[config.mk]
export PLATFORM = sky130hd
export DESIGN_NAME = console_tx
export DESIGN_NICKNAME = d
export VERILOG_FILES = /design/src/rtl/console_tx.sv
export SDC_FILE = /design/constraint.sdc
export NUM_CORES = 1
export LEC_CHECK = 0
export CAP_MARGIN = 10
export CORE_MARGIN = 4
export CORE_UTILIZATION = 58
export CTS_BUF_LIST = sky130_fd_sc_hd__clkbuf_2 sky130_fd_sc_hd__clkbuf_4 sky130_fd_sc_hd__clkbuf_8
export DETAILED_ROUTE_END_ITERATION = 12
export PLACE_DENSITY = 0.79
export SLEW_MARGIN = 10
export SYNTH_ARGS = -nofsm -noshare
export SYNTH_HDL_FRONTEND = slang
export SYNTH_SLANG_ARGS = --single-unit
[constraint.sdc]
create_clock -name clk -period 3.2 [get_ports clk]
set_input_delay 0.48 -clock clk [delete_from_list [all_inputs] [get_ports clk]]
set_output_delay 0.48 -clock clk [all_outputs]
set_load 0.02 [all_outputs]
[src/rtl/console_tx.sv]
// Console output stage for the tohost port: decodes print/power-off stores,
// buffers characters in a circular queue and serializes them as 8N1 frames.
module console_tx #(
  parameter int BAUD_DIV    = 723,
  parameter int QUEUE_DEPTH = 64
) (
  input  logic                         clk,
  input  logic                         rst_x,
  input  logic                         i_we,
  input  logic [31:0]                  i_data,
  input  logic                         i_stall,
  output logic                         o_txd,
  output logic [$clog2(QUEUE_DEPTH):0] o_count,
  output logic                         o_full,
  output logic                         o_overflow,
  output logic                         o_poweroff,
  output logic                         o_drained
);
  localparam int PW = $clog2(QUEUE_DEPTH);
  localparam int CW = PW + 1;
  localparam int BW = $clog2(BAUD_DIV);

  localparam logic [1:0] S_IDLE  = 2'd0;
  localparam logic [1:0] S_START = 2'd1;
  localparam logic [1:0] S_DATA  = 2'd2;
  localparam logic [1:0] S_STOP  = 2'd3;

  logic [7:0]    mem [QUEUE_DEPTH];
  logic [PW-1:0] head_q, head_d, tail_q, tail_d;
  logic [CW-1:0] count_q, count_d;
  logic [1:0]    state_q, state_d;
  logic [BW-1:0] baud_q, baud_d;
  logic [2:0]    bit_q, bit_d;
  logic [7:0]    shift_q, shift_d;
  logic          txd_q, txd_d, ovf_q, ovf_d, pwr_q, pwr_d;

  logic accept, push_req, push, pop, full, baud_end;
  logic unused_data;

  assign unused_data = ^{i_data[31:18], i_data[15:8]};

  always_comb begin
    accept   = i_we & ~i_stall;
    push_req = accept && (i_data[17:16] == 2'd1);
    baud_end = (baud_q == BW'(BAUD_DIV - 1));
    full     = (count_q == CW'(QUEUE_DEPTH));
    // A pop frees a slot on the same edge, so a push into a full queue survives.
    pop      = (count_q != '0) &&
               ((state_q == S_IDLE) || ((state_q == S_STOP) && baud_end));
    push     = push_req && (!full || pop);

    head_d  = pop  ? head_q + PW'(1) : head_q;
    tail_d  = push ? tail_q + PW'(1) : tail_q;
    count_d = count_q;
    case ({push, pop})
      2'b10:   count_d = count_q + CW'(1);
      2'b01:   count_d = count_q - CW'(1);
      default: count_d = count_q;
    endcase
    ovf_d = ovf_q | (push_req & ~push);
    pwr_d = pwr_q | (accept && (i_data[17:16] == 2'd2));

    state_d = state_q;
    baud_d  = baud_end ? '0 : baud_q + BW'(1);
    bit_d   = bit_q;
    shift_d = shift_q;
    txd_d   = txd_q;
    case (state_q)
      S_IDLE: begin
        baud_d = '0;
        if (pop) begin
          state_d = S_START;
          shift_d = mem[head_q];
          txd_d   = 1'b0;
        end
      end
      S_START: if (baud_end) begin
        state_d = S_DATA;
        bit_d   = 3'd0;
        txd_d   = shift_q[0];
        shift_d = shift_q >> 1;
      end
      S_DATA: if (baud_end) begin
        if (bit_q == 3'd7) begin
          state_d = S_STOP;
          txd_d   = 1'b1;
        end else begin
          bit_d   = bit_q + 3'd1;
          txd_d   = shift_q[0];
          shift_d = shift_q >> 1;
        end
      end
      default: if (baud_end) begin
        if (pop) begin
          state_d = S_START;
          shift_d = mem[head_q];
          txd_d   = 1'b0;
        end else begin
          state_d = S_IDLE;
        end
      end
    endcase
  end

  always_ff @(posedge clk) begin
    if (push) mem[tail_q] <= i_data[7:0];
  end

  always_ff @(posedge clk or negedge rst_x) begin
    if (!rst_x) begin
      head_q  <= '0;
      tail_q  <= '0;
      count_q <= '0;
      state_q <= S_IDLE;
      baud_q  <= '0;
      bit_q   <= '0;
      shift_q <= '0;
      txd_q   <= 1'b1;
      ovf_q   <= 1'b0;
      pwr_q   <= 1'b0;
    end else begin
      head_q  <= head_d;
      tail_q  <= tail_d;
      count_q <= count_d;
      state_q <= state_d;
      baud_q  <= baud_d;
      bit_q   <= bit_d;
      shift_q <= shift_d;
      txd_q   <= txd_d;
      ovf_q   <= ovf_d;
      pwr_q   <= pwr_d;
    end
  end

  assign o_txd      = txd_q;
  assign o_count    = count_q;
  assign o_full     = full;
  assign o_overflow = ovf_q;
  assign o_poweroff = pwr_q;
  assign o_drained  = pwr_q && (count_q == '0) && (state_q == S_IDLE);
endmodule

==> Word level (Yosys, flattened, before mapping) <==
Memory sizes are Yosys's and may differ from the RTL's.
Index checks and enable logic that the tools add are counted.
{ "classes": {"addsub": 6, "eq_ne": 15, "n_mux": 28, "bitwise_logic": 6, "n_reduce_logical": 20} }
{ "ops": {"columns": ["op", "count"], "rows": [
  ["$mux W8", 5],
  ["$pmux W8 S3", 1],
  ["$mux W10", 2],
  ["$pmux W7 S2", 1],
  ["$add A6 B1 Y6 const B", 2],
  ["$add A10 B1 Y10 const B", 1],
  ["$eq A10 B10 Y1 const B", 1],
  ["$mux W2", 5],
  ["$ne A2 B2 Y1 const B", 5],
  ["$mux W3", 3],
  ["$eq A2 B2 Y1 const B", 4],
  ["$mux W1", 8],
  ["$reduce_and A4 Y1", 2],
  ["$add A7 B1 Y7 const B", 1],
  ["$eq A7 B7 Y1 const B", 1],
  ["$logic_and A1 B1 Y1", 7],
  ["$logic_not A7 Y1", 1],
  ["$reduce_bool A7 Y1", 1],
  ["$sub A7 B1 Y7 const B", 1],
  ["$eq A2 B1 Y1 const B", 3],
  ["$pmux W2 S3", 1],
  ["$pmux W3 S2", 1],
  ["$reduce_bool A2 Y1", 3],
  ["$reduce_and A5 Y1", 1],
  ["other kinds (10)", 14]
]} }
{ "word_totals": {"reg_bits": 45, "mem_bits_rw": 512, "inputBits": 36, "out_inout_bits": 12, "word_cells": 86, "memories": 1} }
{ "mem_list": {"columns": ["name", "words", "word_bits", "rd", "rd_ports_with_merged_regs", "write_ports", "line_no", "text"], "rows": [
  ["mem", 64, 8, 1, 0, 1, "28", "logic [7:0] mem [QUEUE_DEPTH];"]
]} }

==> Logic depth before layout (Yosys ltp) <==
{ "depth": {"word_depth": 9, "depth_mapped": 14, "depth_no_buf": 14} }

==> Least setup slack after synthesis <==
No wires, ideal clock.
{ "synth_timing": {"path_kind": "register -> register", "startpoint": "register count_q[1] (netlist: o_count[1])", "endpoint": "register count_q[6] (netlist: o_count[6])", "setup_ps": 81, "t_arrival_ps": 3579, "required_ps": 3119, "path_slack_ps": -460, "stages_incl_launch_ff": 13, "n_path_buf": 0, "synth_period_minus_slack_ps": 3660, "path_cell_list": "dfrtp_1 -> or4_1 -> nor4b_2 -> a21boi_2 -> inv_1 -> ha_1 -> ha_1 -> a21o_1 -> a21oi_1 -> o21bai_1 -> a21oi_1 -> mux2i_1 -> xnor2_1"} }
{ "synth_between": {"elab_chain_len": 6, "elab_cells_between_ends": 12, "classes_between": "add/sub: 2; eq/ne: 3; mux: 1; reduce/logical: 6"} }
{ "synth_rtl": {"columns": ["element", "line_no", "text"], "rows": [
  ["start, declared", "30", "logic [CW-1:0] count_q, count_d;"],
  ["start signal, assigned", "124", "count_q <= count_d;"],
  ["$eq A7 B7 Y1 (*)", "46", "full = (count_q == CW'(QUEUE_DEPTH));"],
  ["via o_full", "14", "output logic o_full,"],
  ["$logic_not A1 Y1 (*)", "50", "push = push_req && (!full || pop);"],
  ["$logic_or A1 B1 Y1 (*)", "50", null],
  ["$logic_and A1 B1 Y1 (*)", "50", null],
  ["$eq A2 B1 Y1 / $eq A2 B2 Y1 (equally long branches)", "55", "case ({push, pop})"],
  ["$pmux W7 S2 / $reduce_bool A2 Y1 (equally long branches)", null, null]
]} }
The timed path passes the listed nets; every way through them passes the cells marked *.
A chain may end at the register's enable or synchronous reset.

==> Worst setup path in the final report <==
{ "layout_timing": {"startpoint": "register count_q[1] (netlist: o_count[1])", "endpoint": "register count_q[6] (netlist: o_count[6])"} }
{ "layout_between": {"elab_chain_len": 6, "elab_cells_between_ends": 12, "classes_between": "add/sub: 2; eq/ne: 3; mux: 1; reduce/logical: 6"} }
{ "layout_rtl": {"columns": ["element", "line_no"], "rows": [
  ["$eq A7 B7 Y1 / $reduce_bool A7 Y1 (equally long branches)", "46, 48"],
  ["$logic_not A1 Y1 / $logic_and A1 B1 Y1 (equally long branches)", "50, 48"],
  ["$logic_or A1 B1 Y1", "50"],
  ["$logic_and A1 B1 Y1", "50"],
  ["$eq A2 B1 Y1 / $eq A2 B2 Y1 (equally long branches)", "55"],
  ["$pmux W7 S2 / $reduce_bool A2 Y1 (equally long branches)", null]
]} }
Parallel ways exist; a longest one is shown, timed or not.

==> results.md <==
- CTS buffer count: 87
- Mapped Cells: roughly 1200
- Top post-synthesis cells by area: edfxtp_1 (68%), mux4_2 (10%), dfrtp_1 (4.9%), mux2i_1 (3.9%), nor2_1 (1.8%)
- Bufs on Longest Clock Path: 3
- Global-route wire length before repair: approximately 75 mm
- DRC viols: 0
- First DRT Iteration DRCs: approximately 1600
- Detailed Routing Iterations Pass 1: 6
- Max Freq: between 300 and 400 MHz
- Netlist cell types: 67
- Number of core rows: 71
- I/O Buffers: 25
- Post-Syn Area: between 0.02 and 0.025 mm²
- Layout cell share with drive strength beyond 1: a little under 30%
- Dpl cell area: roughly 0.024 mm²
- Worst Max-Slew Pin Slew: ~1.2 ns
- Final HPWL DP: 30.47 mm
- Area share of the largest cell type after synthesis: slightly below 70%
- Critical Path Start Type: register
- Final hold viol count: 0
- Nets: ~1400
- Final setup fails: 0
- Hold Crit Depth: 1
- Worst min path class: in2reg
- Commonest non-fill, non-tap cells in the layout: edfxtp_1 (512), buf_4 (121), nor2_1 (105)
- Commonest non-fill, non-tap cell in the layout: edfxtp_1
- Via/cell ratio: 6.105
- Post-Route WL: ~49 mm
- Yosys warning total: 0
- IO Count: 48
- Finished Cell Area: 0.02578 mm²
- Status: finished, final reports clean
- Ys async rst share: a little over 8%
- Clock Latency Late Sink: between 0.6 and 0.7 ns
- Clk sinks: about 560
- Synth Flop Type: edfxtp_1
- Die X-Extent: between 200 and 250 µm
- Global route overflow: 0
- Register Area: between 0.015 and 0.02 mm²
- Area of the multi-input gates: between 0.005 and 0.006 mm²
- Final Max Tran Viols: 0
- Antenna violations before repair: 0
- Largest net degree at the start of global routing: 65
- Syn_nets: about 1300
- Placer Congestion: around 0.90
- Power per cell area: a little over 800 mW/mm²
- Min Tclk post-route: between 3 and 4 ns
- Yosys reg bits: 557
- CTS tree: yes
- Die height: 204.8 µm
- H-tree depth: 3
- Number of enable flip-flop cells after synthesis: 512
- Lkg Pwr: ~8.8 nW
- Critical path arrival: between 3 and 4 ns
- Final period util: between 90% and 100%
- Worst endpoint required time: between 3 and 4 ns
- Diodes inserted: 0
- Seq/Total Area, Yosys: roughly three quarters
- Core area: between 0.03 and 0.04 mm²
- Reg2Reg Depth: 12
- Synth area leader: edfxtp_1
- Detail Route Antenna Nets: 0
- Die ar.: ~0.042 mm²
- Layout area overhead: 14.71%
- Vias in the first global route: ~12000
- Fillers: approximately 2400
- Final hold slack: about 0.38 ns
- Worst setup EP type: register
- Via count: 12010
- Max Cap Viol: 0
- Skew final: 0.02516 ns
- Synth Area per Inst: approximately 19 µm²
- Wire length per cell: approximately 25 µm
- Worst Path Max Fanout: 5
- CP Class: reg2reg
- Clk slew on worst S/H paths: roughly 0.06 ns
- Max VDD drop: 0.5105 mV
- Tot GR Track Use: between 20% and 30%
- CTS Root Cell: clkbuf_8
- Initial Utilization: roughly three fifths
- Worst slew margin: 17.89%
## where the power goes
group	total [mW]	switching [mW]	internal, mW
sequential	8.55	0.357	8.19
clock	5.83	2.67	3.16
combinational	6.73	3.66	3.08
## repair_timing
item / 4_1_cts / 5_1_grt
buffers inserted: 0 / 1
pin swaps: 0 / 2
setup endpoints to repair: 1 / 2
hold endpoints to repair: 34 / 0
hold buffers: 1 / 0
resized for setup: 3 / 4
## layout make-up
type,instances,share of cell area (%)
Clock buffer,123,5.766
Clock inverter,35,0.8397
Inverter,9,0.1311
Multi-Input combinational cell,580,21.90
Sequential cell,557,64.07
Tap cell,511,2.480
Timing Repair Buffer,153,4.815
## kinds of logic after synthesis
group | synth area share (%)
buffers and inverters | 1.748
xor gates and xnor gates | 0.8575
and+or+nand+nor | 4.733
adders and majority gates | 0.9800
AOI/OAI and AO/OA | 3.447
muxes | 14.80
DFF | 73.44
## metrics by stage
| stage | utilization [%] | worst slack, ns | std cells | total power, mW | TNS [ns] |
|---|---|---|---|---|---|
| floorplan | - | 0.0004077 | 1203 | 13.20 | 0 |
| global placement | 63.34 | -0.03246 | 1808 | 15.18 | -0.03246 |
| detailed placement | 63.34 | -0.08257 | 1808 | 15.35 | -0.08257 |
| CTS | 67.88 | 0.04924 | 1967 | 21.17 | 0 |
| global route | 67.96 | -0.02317 | 1968 | 22.05 | -0.02317 |
| finish | 67.96 | 0.09931 | 1968 | 21.11 | 0 |
## path summary, 6_finish.rpt
kind,start,endpoint,slack (ns)
max,o_count[1],o_count[6],0.1
min in group asynchronous,rst_x,o_poweroff,0.50
min reg2reg,o_poweroff,o_poweroff,0.50
max reg2reg,o_count[1],o_count[6],0.1
min,i_data[3],mem[0][3],0.38
max in group asynchronous,rst_x,tail_q[4],2.07
## flip-flops by register name (all words and copies together), names as in the netlist
signal,count
mem,512
baud_q,10
shift_q,8
o_count,7
head_q,6
tail_q,6
bit_q,3
state_q,2
o_overflow,1
o_poweroff,1
o_txd,1
## synthesized netlist by cell type (3+ instances only)
library cell and count:
nand4_1 11, or3_1 5, mux4_2 102, buf_1 5, dfrtp_1 44, nor2b_1 14
buf_2 11, clkbuf_1 17, ha_1 16, or2_2 4, buf_4 13, nor2_1 105
nor4bb_1 3, mux2i_1 87, buf_6 11, and2_1 5, nand2_1 31, o21ai_1 4
and3_1 3, edfxtp_1 512, o22ai_1 6, nand3_1 18, o21ai_0 18, xnor2_1 14
xor2_1 8, a22oi_1 21, a41oi_1 3, mux2_2 14, a221oi_1 7, nand2b_1 6
nand2_2 3, inv_1 8, a21oi_1 30
## worst max-delay path: stages (launching register included)
cell	delay, ns
dfrtp_2	0.44
or4_4	0.59
nor4b_4	0.38
a21boi_4	0.10
inv_2	0.08
ha_4	0.16
ha_1	0.24
a21o_1	0.19
a21oi_2	0.18
o21bai_1	0.11
a21oi_2	0.15
mux2i_1	0.26
xnor2_1	0.16
## per-layer routing
layer  GRT usage [%]  vias to the layer above  share of wire [%]
li1                -                     5209                  -
met1           33.63                     6065                 40
met2           37.08                      614                 49
met3           4.876                      126                7.9
met4           9.787                        0                3.7
met5               0                        -                  0
Note: power is estimated with default switching activity, not from simulation.
